===== src/rtl/obj_hit_ctl.sv =====
// Spawn / hit / respawn sequencer for a single on-screen object.
// Owns spawn placement (LFSR-driven), bullet hit detection, kill scoring and hold timing.
module obj_hit_ctl #(
    parameter int unsigned HIT_R       = 8,
    parameter int unsigned SPAWN_HOLD  = 64,
    parameter int unsigned ELI_HOLD    = 6,
    parameter int unsigned RESPAWN_GAP = 128,
    parameter logic [5:0]  LIFES       = 6'd3,
    parameter logic [8:0]  MARGIN      = 9'd32
) (
    input  logic       clk,
    input  logic       rst,
    input  logic       start,
    input  logic       stop,
    input  logic [8:0] blt_x,
    input  logic [8:0] blt_y,
    input  logic       blt_vi,
    input  logic [8:0] obj_x,
    input  logic [8:0] obj_y,
    input  logic       obj_vi,
    input  logic [5:0] obj_lifes,
    output logic       rst_obj,
    output logic [8:0] rst_x,
    output logic [8:0] rst_y,
    output logic [5:0] rst_lifes,
    output logic       x_am,
    output logic       y_am,
    output logic       eli,
    output logic       hit_ack,
    output logic [7:0] score,
    output logic [2:0] state_o
);

    typedef enum logic [2:0] {
        S_IDLE  = 3'd0,
        S_SPAWN = 3'd1,
        S_ALIVE = 3'd2,
        S_HIT   = 3'd3,
        S_COOL  = 3'd4,
        S_DEAD  = 3'd5
    } state_t;

    state_t      r_state;
    logic [15:0] r_cnt;
    logic [15:0] r_lfsr;
    logic        r_rst_obj;
    logic [8:0]  r_rst_x;
    logic [8:0]  r_rst_y;
    logic        r_x_am;
    logic        r_y_am;
    logic        r_eli;
    logic        r_hit_ack;
    logic [7:0]  r_score;

    logic        w_fb;
    logic [9:0]  w_bx;
    logic [9:0]  w_by;
    logic [9:0]  w_ox;
    logic [9:0]  w_oy;
    logic [9:0]  w_dx;
    logic [9:0]  w_dy;
    logic        w_overlap;
    logic [8:0]  w_spawn_x;
    logic [8:0]  w_spawn_y;
    logic        w_spawn_xam;
    logic        w_spawn_yam;
    logic [7:0]  w_score_inc;

    // Fibonacci taps 16,14,13,11 expressed as a right-shift register
    assign w_fb = r_lfsr[0] ^ r_lfsr[2] ^ r_lfsr[3] ^ r_lfsr[5];

    // Widened to 10 bits so |a-b| never wraps at the screen edges
    assign w_bx = {1'b0, blt_x};
    assign w_by = {1'b0, blt_y};
    assign w_ox = {1'b0, obj_x};
    assign w_oy = {1'b0, obj_y};
    assign w_dx = (w_bx >= w_ox) ? (w_bx - w_ox) : (w_ox - w_bx);
    assign w_dy = (w_by >= w_oy) ? (w_by - w_oy) : (w_oy - w_by);

    assign w_overlap = blt_vi & obj_vi & (w_dx <= 10'(HIT_R)) & (w_dy <= 10'(HIT_R));

    assign w_spawn_x   = {1'b0, r_lfsr[7:0]} + MARGIN;
    assign w_spawn_y   = {2'b00, r_lfsr[15:9]} + MARGIN;
    assign w_spawn_xam = r_lfsr[0] ^ r_lfsr[15];
    assign w_spawn_yam = r_lfsr[1];

    assign w_score_inc = (r_score == 8'hFF) ? r_score : (r_score + 8'd1);

    always_ff @(posedge clk) begin
        if (rst) begin
            r_state   <= S_IDLE;
            r_cnt     <= '0;
            r_lfsr    <= 16'hACE1;
            r_rst_obj <= 1'b0;
            r_rst_x   <= '0;
            r_rst_y   <= '0;
            r_x_am    <= 1'b0;
            r_y_am    <= 1'b0;
            r_eli     <= 1'b0;
            r_hit_ack <= 1'b0;
            r_score   <= '0;
        end else begin
            r_lfsr    <= {w_fb, r_lfsr[15:1]};
            r_hit_ack <= 1'b0;
            r_cnt     <= r_cnt + 16'd1;

            if (stop) begin
                r_state   <= S_IDLE;
                r_cnt     <= '0;
                r_rst_obj <= 1'b0;
                r_eli     <= 1'b0;
            end else begin
                case (r_state)
                    S_IDLE: begin
                        r_cnt     <= '0;
                        r_rst_obj <= 1'b0;
                        r_eli     <= 1'b0;
                        if (start) begin
                            r_state   <= S_SPAWN;
                            r_rst_obj <= 1'b1;
                            r_rst_x   <= w_spawn_x;
                            r_rst_y   <= w_spawn_y;
                            r_x_am    <= w_spawn_xam;
                            r_y_am    <= w_spawn_yam;
                        end
                    end

                    S_SPAWN: begin
                        if (r_cnt == 16'(SPAWN_HOLD - 1)) begin
                            r_state   <= S_ALIVE;
                            r_cnt     <= '0;
                            r_rst_obj <= 1'b0;
                        end
                    end

                    // A hit wins over a simultaneous zero-life death
                    S_ALIVE: begin
                        r_cnt <= '0;
                        if (w_overlap) begin
                            r_state   <= S_HIT;
                            r_eli     <= 1'b1;
                            r_hit_ack <= 1'b1;
                        end else if (obj_lifes == 6'd0) begin
                            r_state <= S_DEAD;
                            r_score <= w_score_inc;
                        end
                    end

                    S_HIT: begin
                        if (r_cnt == 16'(ELI_HOLD - 1)) begin
                            r_state <= S_COOL;
                            r_cnt   <= '0;
                            r_eli   <= 1'b0;
                        end
                    end

                    S_COOL: begin
                        if (r_cnt == 16'(ELI_HOLD - 1)) begin
                            r_cnt <= '0;
                            if (obj_lifes == 6'd0) begin
                                r_state <= S_DEAD;
                                r_score <= w_score_inc;
                            end else begin
                                r_state <= S_ALIVE;
                            end
                        end
                    end

                    S_DEAD: begin
                        if (r_cnt == 16'(RESPAWN_GAP - 1)) begin
                            r_state   <= S_SPAWN;
                            r_cnt     <= '0;
                            r_rst_obj <= 1'b1;
                            r_rst_x   <= w_spawn_x;
                            r_rst_y   <= w_spawn_y;
                            r_x_am    <= w_spawn_xam;
                            r_y_am    <= w_spawn_yam;
                        end
                    end

                    default: begin
                        r_state   <= S_IDLE;
                        r_cnt     <= '0;
                        r_rst_obj <= 1'b0;
                        r_eli     <= 1'b0;
                    end
                endcase
            end
        end
    end

    assign rst_obj   = r_rst_obj;
    assign rst_x     = r_rst_x;
    assign rst_y     = r_rst_y;
    assign rst_lifes = LIFES;
    assign x_am      = r_x_am;
    assign y_am      = r_y_am;
    assign eli       = r_eli;
    assign hit_ack   = r_hit_ack;
    assign score     = r_score;
    assign state_o   = r_state;

endmodule

===== config.mk =====
export PLATFORM = sky130hd
export DESIGN_NAME = obj_hit_ctl
export DESIGN_NICKNAME = d
export VERILOG_FILES = /design/src/rtl/obj_hit_ctl.sv
export SDC_FILE = /design/constraint.sdc
export NUM_CORES = 1
export LEC_CHECK = 0
export BUFFER_PORTS_ARGS = -buffer_cell sky130_fd_sc_hd__buf_2
export CAP_MARGIN = 30
export CORE_UTILIZATION = 45
export DETAILED_ROUTE_END_ITERATION = 10
export PLACE_DENSITY = 0.64
export SYNTH_ARGS = -nofsm -noshare
export SYNTH_HDL_FRONTEND = slang
export SYNTH_SLANG_ARGS = --single-unit

===== constraint.sdc =====
create_clock -name clk -period 3.3 [get_ports clk]
set_input_delay 0.33 -clock clk [delete_from_list [all_inputs] [get_ports clk]]
set_output_delay 0.33 -clock clk [all_outputs]
set_load 0.05 [all_outputs]

After elaboration in Yosys (flattened, before gate mapping):

Cells that the tools add are included.
W data, S select, Z words.

* register bits after elaboration: 66
* output and inout bits: 40
* word-level logic and storage cells: 105
* input port bits: 48

* bitwise logic cells: 11
* magnitude comparators: 4
* add/sub/neg operators: 8
* equality and inequality tests: 17
* mux-type cells: 40
* reduce and logical (&&, ||, !) cells: 14

Operator list (count)
* $mux W16: 3
* $pmux W16 S3: 1
* $sub A9 B9 Y10: 4
* $mux W9: 4
* $pmux W9 S2: 2
* $mux W8: 4
* $mux W3: 8
* $le A10 B4 Y1 const B: 2
* $mux W10: 2
* $ge A9 B9 Y1: 2
* $pmux W3 S6: 1
* $add A16 B1 Y16 const B: 1
* $eq A16 B3 Y1 const B: 1
* $eq A16 B6 Y1 const B: 1
* $eq A16 B7 Y1 const B: 1
* $pmux W8 S2: 1
* $ne A2 B2 Y1 const B: 7
* $mux W1: 10
* $add A8 B6 Y9 const B: 1
* $reduce_or A3 Y1: 3
* $add A7 B6 Y8 const B: 1
* $add A8 B1 Y8 const B: 1
* $eq A8 B8 Y1 const B: 1
* $reduce_and A4 Y1: 2
* other kinds (16): 30

Longest topological paths before layout:

Gate-level depths: netlist of run 1.

* depth after elaboration: 7
* gate-level depth with buffers: 13
* gate-level depth less buffers: 12

Worst setup path before layout of run 1:

Ideal clock, no wire load.

* path kind: input port to flip-flop
* start point: in blt_x[2]
* end point: reg r_score[1], in the netlist score[1]
* arrival time: 2782 ps
* setup time: 128 ps
* path slack: 391 ps
* stages: 13
* cell sequence: inv_1 > ha_1 > buf_2 > o21ai_1 > a21oi_1 > o41a_1 > or3_1 > a211o_1 > o21ai_2 > a31oi_2 > nor3_4 > mux2i_1 > nor2_1

* longest elaborated chain between the ends: 7
* elaborated cells on any way between the ends: 9

RTL lines
* from (decl): RTL line 15 `input logic [8:0] blt_x,`
* $sub A9 B9 Y10 or $ge A9 B9 Y1 (tied branches): RTL line 77 `assign w_dx = (w_bx >= w_ox) ? (w_bx - w_ox) : (w_ox - w_bx);`
* $mux W10 *: RTL line 77
* $le A10 B4 Y1 *: RTL line 80 `assign w_overlap = blt_vi & obj_vi & (w_dx <= 10'(HIT_R)) & (w_dy <= 10'(HIT_R));`
* $and A1 B1 Y1 * (2 in a row): RTL line 80
* $ne A2 B2 Y1 (no line) *
* $reduce_and A4 Y1 (no line) *
* to (signal assigned): RTL line 145 `r_score <= w_score_inc;`
* to (signal assigned): RTL line 162 `r_score <= w_score_inc;`
* to (decl): RTL line 53 `logic [7:0] r_score;`

Every way passes the cells marked *; elsewhere a longest branch is shown, timed or not.
A chain may end at the register's enable or synchronous reset.

Final worst setup path of run 1:

* start point: in blt_y[5]
* end point: reg r_score[1], in the netlist score[1]

* longest elaborated chain between the ends: 6
* elaborated cells on any way between the ends: 8

RTL lines
* from (decl): RTL line 16 `input logic [8:0] blt_y,`
* $sub A9 B9 Y10 or $ge A9 B9 Y1 (tied branches): RTL line 78 `assign w_dy = (w_by >= w_oy) ? (w_by - w_oy) : (w_oy - w_by);`
* $mux W10 *: RTL line 78
* $le A10 B4 Y1 *: RTL line 80
* $and A1 B1 Y1 *: RTL line 80
* $ne A2 B2 Y1 (no line) *
* $reduce_and A4 Y1 (no line) *

Marked as above.

==> impl_metrics.json, run 1 <==
{
  "clk_path_buf_depth": 2,
  "rows": 36,
  "synthArstFlopShare_pct": 0,
  "clock_sinks": 64,
  "viasPerCell": 5.328,
  "worst_hold_slack_ns": 0.3734,
  "setup_tns_ns": 0,
  "synth-seq-cells": 64,
  "synth_most_common_cell": "nor2_1",
  "p_clk_share_pct": 30.5,
  "drc": 0,
  "finalMaxSlewViolations": 0,
  "cts_resized": 0,
  "ys_types": 71,
  "hp-class": "input port to register",
  "fp.dieH_um": 102.0,
  "min_path_cells": 3,
  "power_switching_mw": 0.6823,
  "die_width_um": 102.0,
  "grt_antenna_before_repair": 0,
  "dr.first_iter.drc_count": 151,
  "post-route-period-util_pct": 87.97,
  "ff2ff_path_depth": 9,
  "routedWlPerCell_um": 12.48,
  "h-tree-depth": 3,
  "power_leakage_nw": 2.440,
  "layout-drive-gt1-share_pct": 20.06,
  "syn-cell-area_um2": 4504,
  "ir_drop_uv": 297.5,
  "area_delta_synth_final_pct": 15.19,
  "synth_area_leaders": "dfxtp_1 28%, ha_1 11%, nor2_1 6.4%, a21oi_1 4.3%, mux2i_1 4.0%",
  "yosys-top-cells-count": "77 x nor2_1, 64 x dfxtp_1, 44 x inv_1, 41 x ha_1, 39 x a21oi_1",
  "finClkSkew_ns": 0.008692,
  "track_usage_pct": 19.51,
  "routabilityCongestion": 0.8514,
  "core-area_um2": 9729,
  "p_sw_share_pct": 33.82,
  "hpwl_um": 7495,
  "end_kind": "register",
  "arrival_ns": 3.11,
  "synthFlopType": "dfxtp_1",
  "critPathMaxFanout": 10,
  "max_cap_violations": 0,
  "seq_power_share_pct": 41.4,
  "cts_buffers": 9,
  "slew_headroom_pct": 36.05,
  "yosysWarningCount": 0,
  "setup_viol_count_final": 0,
  "grt_pass1_wl_um": 16400,
  "ant_nets": 0,
  "pin_count": 88,
  "initial_core_util_pct": 46.30,
  "fin_util_pct": 53.33,
  "worstMarginPinSlew_ns": 0.9592,
  "status": "completed",
  "synth-edff-count": 0,
  "hold_violations": 0,
  "cts_setup_buffers": 0,
  "grt_pass1_vias": 3826,
  "nNetsFinal": 737,
  "clk_root_buffer_cell": "clkbuf_8",
  "overflow": 0,
  "clkLatencyLatePin_ns": 0.35,
  "vias": 4188,
  "place_inst": 770,
  "portBuffers": 80,
  "power_density_nw_per_um2": 388.8,
  "antenna_cells": 0,
  "intPower_mw": 1.335,
  "synth_top_area_cell": "dfxtp_1",
  "worstPathRequired_ns": 3.51,
  "setup.worst_path.start_class": "input port",
  "dieArea_um2": 10410,
  "cts_tree": "yes",
  "synth_top_area_share_pct": 28.44,
  "ctsHoldBuffers": 0,
  "grt_setup_unrepaired": "no",
  "min_period_ns": 2.903,
  "clkTransAtPathRegs_ns": 0.07,
  "firstDrtPassIters": 5,
  "path_class": "input port to register",
  "drt-total-wl_um": 9807,
  "layout.cells.non_filler": 786,
  "max_freq_mhz": 344.5,
  "grt_max_degree": 44,
  "ys_seq_area_share_pct": 28.44,
  "p_comb_share_pct": 28.0,
  "netlist_instances": 574,
  "avgSynthCellArea_um2": 7.847
}
[worst paths after layout]
check                           startpoint        end  slack (ns)
worst max-delay path              blt_y[5]   score[1]        0.40
worst min-delay path                  stop        eli        0.37
worst max register to register   r_cnt[12]  r_cnt[15]        0.55
worst min register to register   r_lfsr[8]  r_lfsr[7]        0.41
[power by group through the flow]
stage	Clock, mW	Combinational (mW)	Sequential, mW
final	0.616	0.566	0.836
after global routing	0.665	0.627	0.842
after CTS	0.637	0.566	0.835
after detailed placement	0	0.563	0.853
after global placement	0	0.550	0.851
after floorplan	0	0.388	0.898
[cell usage in the layout (no fill, tap or decap), types with 9 or more instances in the layout]
| cell | Yosys | layout |
|---|---|---|
| ha_1 | 41 | 41 |
| buf_2 | 5 | 80 |
| o21ai_0 | 19 | 19 |
| or2_2 | 11 | 11 |
| xnor2_1 | 11 | 11 |
| nand3_1 | 20 | 20 |
| buf_4 | 8 | 9 |
| clkbuf_8 | 0 | 11 |
| dfxtp_1 | 64 | 64 |
| a21oi_1 | 39 | 39 |
| nor3_1 | 19 | 19 |
| inv_1 | 44 | 44 |
| nor2b_1 | 14 | 14 |
| xor2_1 | 13 | 13 |
| mux2i_1 | 18 | 18 |
| nor2_1 | 77 | 77 |
| nand2_1 | 28 | 28 |
| nand2b_1 | 10 | 10 |
[stage by stage]
stage	area (µm²)	setup WS [ns]	total power, mW
2_1_floorplan	4523	0.3908	1.285
3_3_place_gp	5005	0.1565	1.402
3_5_place_dp	5005	0.03366	1.415
4_1_cts	5189	0.4177	2.038
5_1_grt	5189	0.2159	2.134
6_report	5189	0.3969	2.018
[cells by family after synthesis]
logic type	count (synthesis)	share of synthesized area [%]
XOR/XNOR	25	5.028
AND/OR/NAND/NOR	227	25.64
other	2	0.1667
buffers and inverters	75	7.056
AO/OA/AOI/OAI	121	18.03
multiplexers	19	4.250
adder cells (fa/ha/maj)	41	11.39
flip-flops	64	28.44
[routing by layer]
metal / routed length, µm / vias to the layer above / share of wire (%) / GRT usage (%)
met5: 0 / - / 0 / 0
li1: - / 2125 / - / -
met2: 4763 / 111 / 49 / 34.23
met1: 4412 / 1936 / 45 / 23.12
met3: 502 / 16 / 5.1 / 5.062
met4: 128 / 0 / 1.3 / 6.374
[worst max-delay path, stage by stage]
cell and delay [ns]:
buf_2 0.09, inv_1 0.04, ha_1 0.44, nand4_2 0.18, o31ai_4 0.28, nand2_2 0.13
a222oi_1 0.34, o31a_2 0.24, xor2_2 0.19, a31oi_2 0.16, nor3_4 0.40, mux2i_1 0.22
nor2_1 0.05
[state kept, by name (all words and copies together) (netlist names)]
name	cells
rst_y	8
score	8
r_lfsr	16
eli	1
hit_ack	1
x_am	1
r_cnt	16
rst_obj	1
rst_x	9
state_o	3
[cell type report]
type                            count  area, µm²
Fill cell                         978       4541
Clock inverter                      4      28.78
Inverter                           44      165.2
Multi-Input combinational cell    440       2924
Clock buffer                       12      155.1
Timing Repair Buffer               89      467.9
Sequential cell                    64       1281
Tap cell                          133      166.4
Note: power is estimated with default switching activity, not from simulation.
==> run 2: changes to the inputs <==
==> config.mk (replaced) <==
export PLATFORM = sky130hd
export DESIGN_NAME = obj_hit_ctl
export DESIGN_NICKNAME = d
export VERILOG_FILES = /design/src/rtl/obj_hit_ctl.sv
export SDC_FILE = /design/constraint.sdc
export NUM_CORES = 1
export LEC_CHECK = 0
export BUFFER_PORTS_ARGS = -buffer_cell sky130_fd_sc_hd__buf_4
export CAP_MARGIN = 30
export CORE_UTILIZATION = 55
export DETAILED_ROUTE_END_ITERATION = 10
export GPL_TIMING_DRIVEN = 0
export PLACE_DENSITY = 0.77
export SYNTH_ARGS = -nofsm -noshare
export SYNTH_HDL_FRONTEND = slang
export SYNTH_SLANG_ARGS = --single-unit
==> run 2 against run 1 <==
Against the previous run:
- sequential power decreased by 1%
- largest power group unchanged
- die area decreased by 18%
- register-to-register slack got worse by 0.28 ns
==> impl_metrics.json, run 2 (same netlist as run 1, synthesis figures left out) <==
{
  "antenna_cells": 0,
  "clkLatencyLatePin_ns": 0.34,
  "clk_path_buf_depth": 2,
  "slowest_delay_ns": 0.35,
  "rows": 32,
  "ff2ff_path_depth": 11,
  "end_kind": "register",
  "fp.dieH_um": 92.50,
  "grt_pass1_wl_um": 17350,
  "portBuffers": 79,
  "finClkSkew_ns": 0.01054,
  "intPower_mw": 1.456,
  "viasPerCell": 5.525,
  "h-tree-depth": 3,
  "seqCellArea_um2": 1281,
  "nNetsFinal": 758,
  "grt_setup_unrepaired": "no",
  "crit_path_top_delay_cell": "nand4b_1",
  "ant_nets": 0,
  "slew_headroom_pct": 51.22,
  "vias": 4282,
  "setup_tns_ns": 0,
  "path_class": "register to register",
  "initial_core_util_pct": 57.69,
  "p_comb_share_pct": 28.8,
  "worstPathRequired_ns": 3.52,
  "setup_viol_count_final": 0,
  "ir_drop_uv": 338.4,
  "finalMaxSlewViolations": 0,
  "p_clk_share_pct": 32.3,
  "post-route-period-util_pct": 91.79,
  "multi_input_area_um2": 2924,
  "grt_antenna_before_repair": 0,
  "power_density_nw_per_um2": 389.5,
  "max_freq_mhz": 330.1,
  "grt_max_degree": 11,
  "cts_buffers": 9,
  "hold_violations": 0,
  "overflow": 0,
  "power_switching_mw": 0.6676,
  "critPathMaxFanout": 10,
  "cts_tree": "yes",
  "min_path_cells": 2,
  "dr.first_iter.drc_count": 208,
  "power_leakage_nw": 2.523,
  "firstDrtPassIters": 4,
  "die_width_um": 92.50,
  "core-area_um2": 7807,
  "track_usage_pct": 24.87,
  "max_cap_violations": 0,
  "drt-total-wl_um": 10130,
  "grt_pass1_vias": 4005,
  "routedWlPerCell_um": 13.06,
  "min_period_ns": 3.029,
  "post_dp_cell_area_um2": 5244,
  "hp-class": "input port to register",
  "clock_sinks": 64,
  "cts_setup_buffers": 0,
  "arrival_ns": 3.25,
  "place_inst": 760,
  "ctsHoldBuffers": 0,
  "layout.cells.non_filler": 775,
  "worstMarginPinSlew_ns": 0.7216,
  "final_common_cell": "buf_4",
  "status": "completed",
  "final_cell_mix": "87 x buf_4, 77 x nor2_1, 64 x dfxtp_1",
  "hpwl_um": 7891,
  "area_delta_synth_final_pct": 21.00,
  "layout-drive-gt1-share_pct": 19.76,
  "seq_power_share_pct": 38.9,
  "fill_cells": 661,
  "dieArea_um2": 8555,
  "pin_count": 88,
  "drc": 0,
  "routabilityCongestion": 0.8479,
  "setup.worst_path.start_class": "register",
  "p_sw_share_pct": 31.44,
  "design_area_um2": 5450,
  "crit_chain": "nor4_1 -> nand2_1 -> nor4_2 -> nand4b_1 -> o211ai_1 -> a21oi_1 -> or2_2 -> or3b_2 -> clkbuf_1 -> buf_2 -> nor2_1",
  "clk_root_buffer_cell": "clkbuf_8",
  "clkTransAtPathRegs_ns": 0.06,
  "cts_resized": 0
}
## run 2: worst paths after layout
path | end | slack [ns] | startpoint
setup / recovery | r_cnt[7] | 0.27 | r_cnt[12]
setup reg to reg | r_cnt[7] | 0.27 | r_cnt[12]
hold / removal | r_lfsr[1] | 0.32 | rst
hold reg to reg | r_lfsr[7] | 0.41 | r_lfsr[8]
## run 2: power groups by stage
stage | Combinational, mW | Clock, mW | Sequential [mW]
2_1_floorplan | 0.388 | 0 | 0.898
3_3_place_gp | 0.587 | 0 | 0.841
3_5_place_dp | 0.605 | 0 | 0.842
4_1_cts | 0.607 | 0.707 | 0.826
5_1_grt | 0.675 | 0.744 | 0.829
6_report | 0.612 | 0.686 | 0.825
## run 2: area by class of cell
type	count	share of cell area, %
multi-input cells	440	53.65
flip-flops and latches	64	23.51
repair buffers	79	10.88
clock buffers	13	3.099
inverters	44	3.030
plain buffers	31	2.801
well taps	102	2.342
clock inverters	2	0.6887
## run 2: stage by stage
stage / hold WS (ns) / power, mW / worst slack, ns / utilization (%)
6_report: 0.3165 / 2.123 / 0.2710 / 69.81
5_1_grt: 0.3117 / 2.249 / 0.01875 / 69.81
4_1_cts: 0.2992 / 2.140 / 0.3076 / 69.81
3_5_place_dp: 0.3981 / 1.447 / 0.01488 / 67.16
3_3_place_gp: 0.3983 / 1.428 / 0.04867 / 67.16
2_1_floorplan: 0.3895 / 1.285 / 0.3908 / -
## run 2: metal layers
metal	GRT usage, %	part of all wire (%)	vias to the layer above
li1	-	-	2162
met1	29.84	45	1995
met2	44.07	49	114
met3	6.568	4.7	11
met4	5.729	0.99	0
met5	0	0	-
## run 2: worst max-delay path: cells and delay by family, from the launching register on
kind / cells / cell delay [ns]
AND/OR/NAND/NOR: 7 / 1.65
buffers and inverters: 2 / 0.52
AO/OA/AOI/OAI: 2 / 0.39
flip-flops: 1 / 0.34
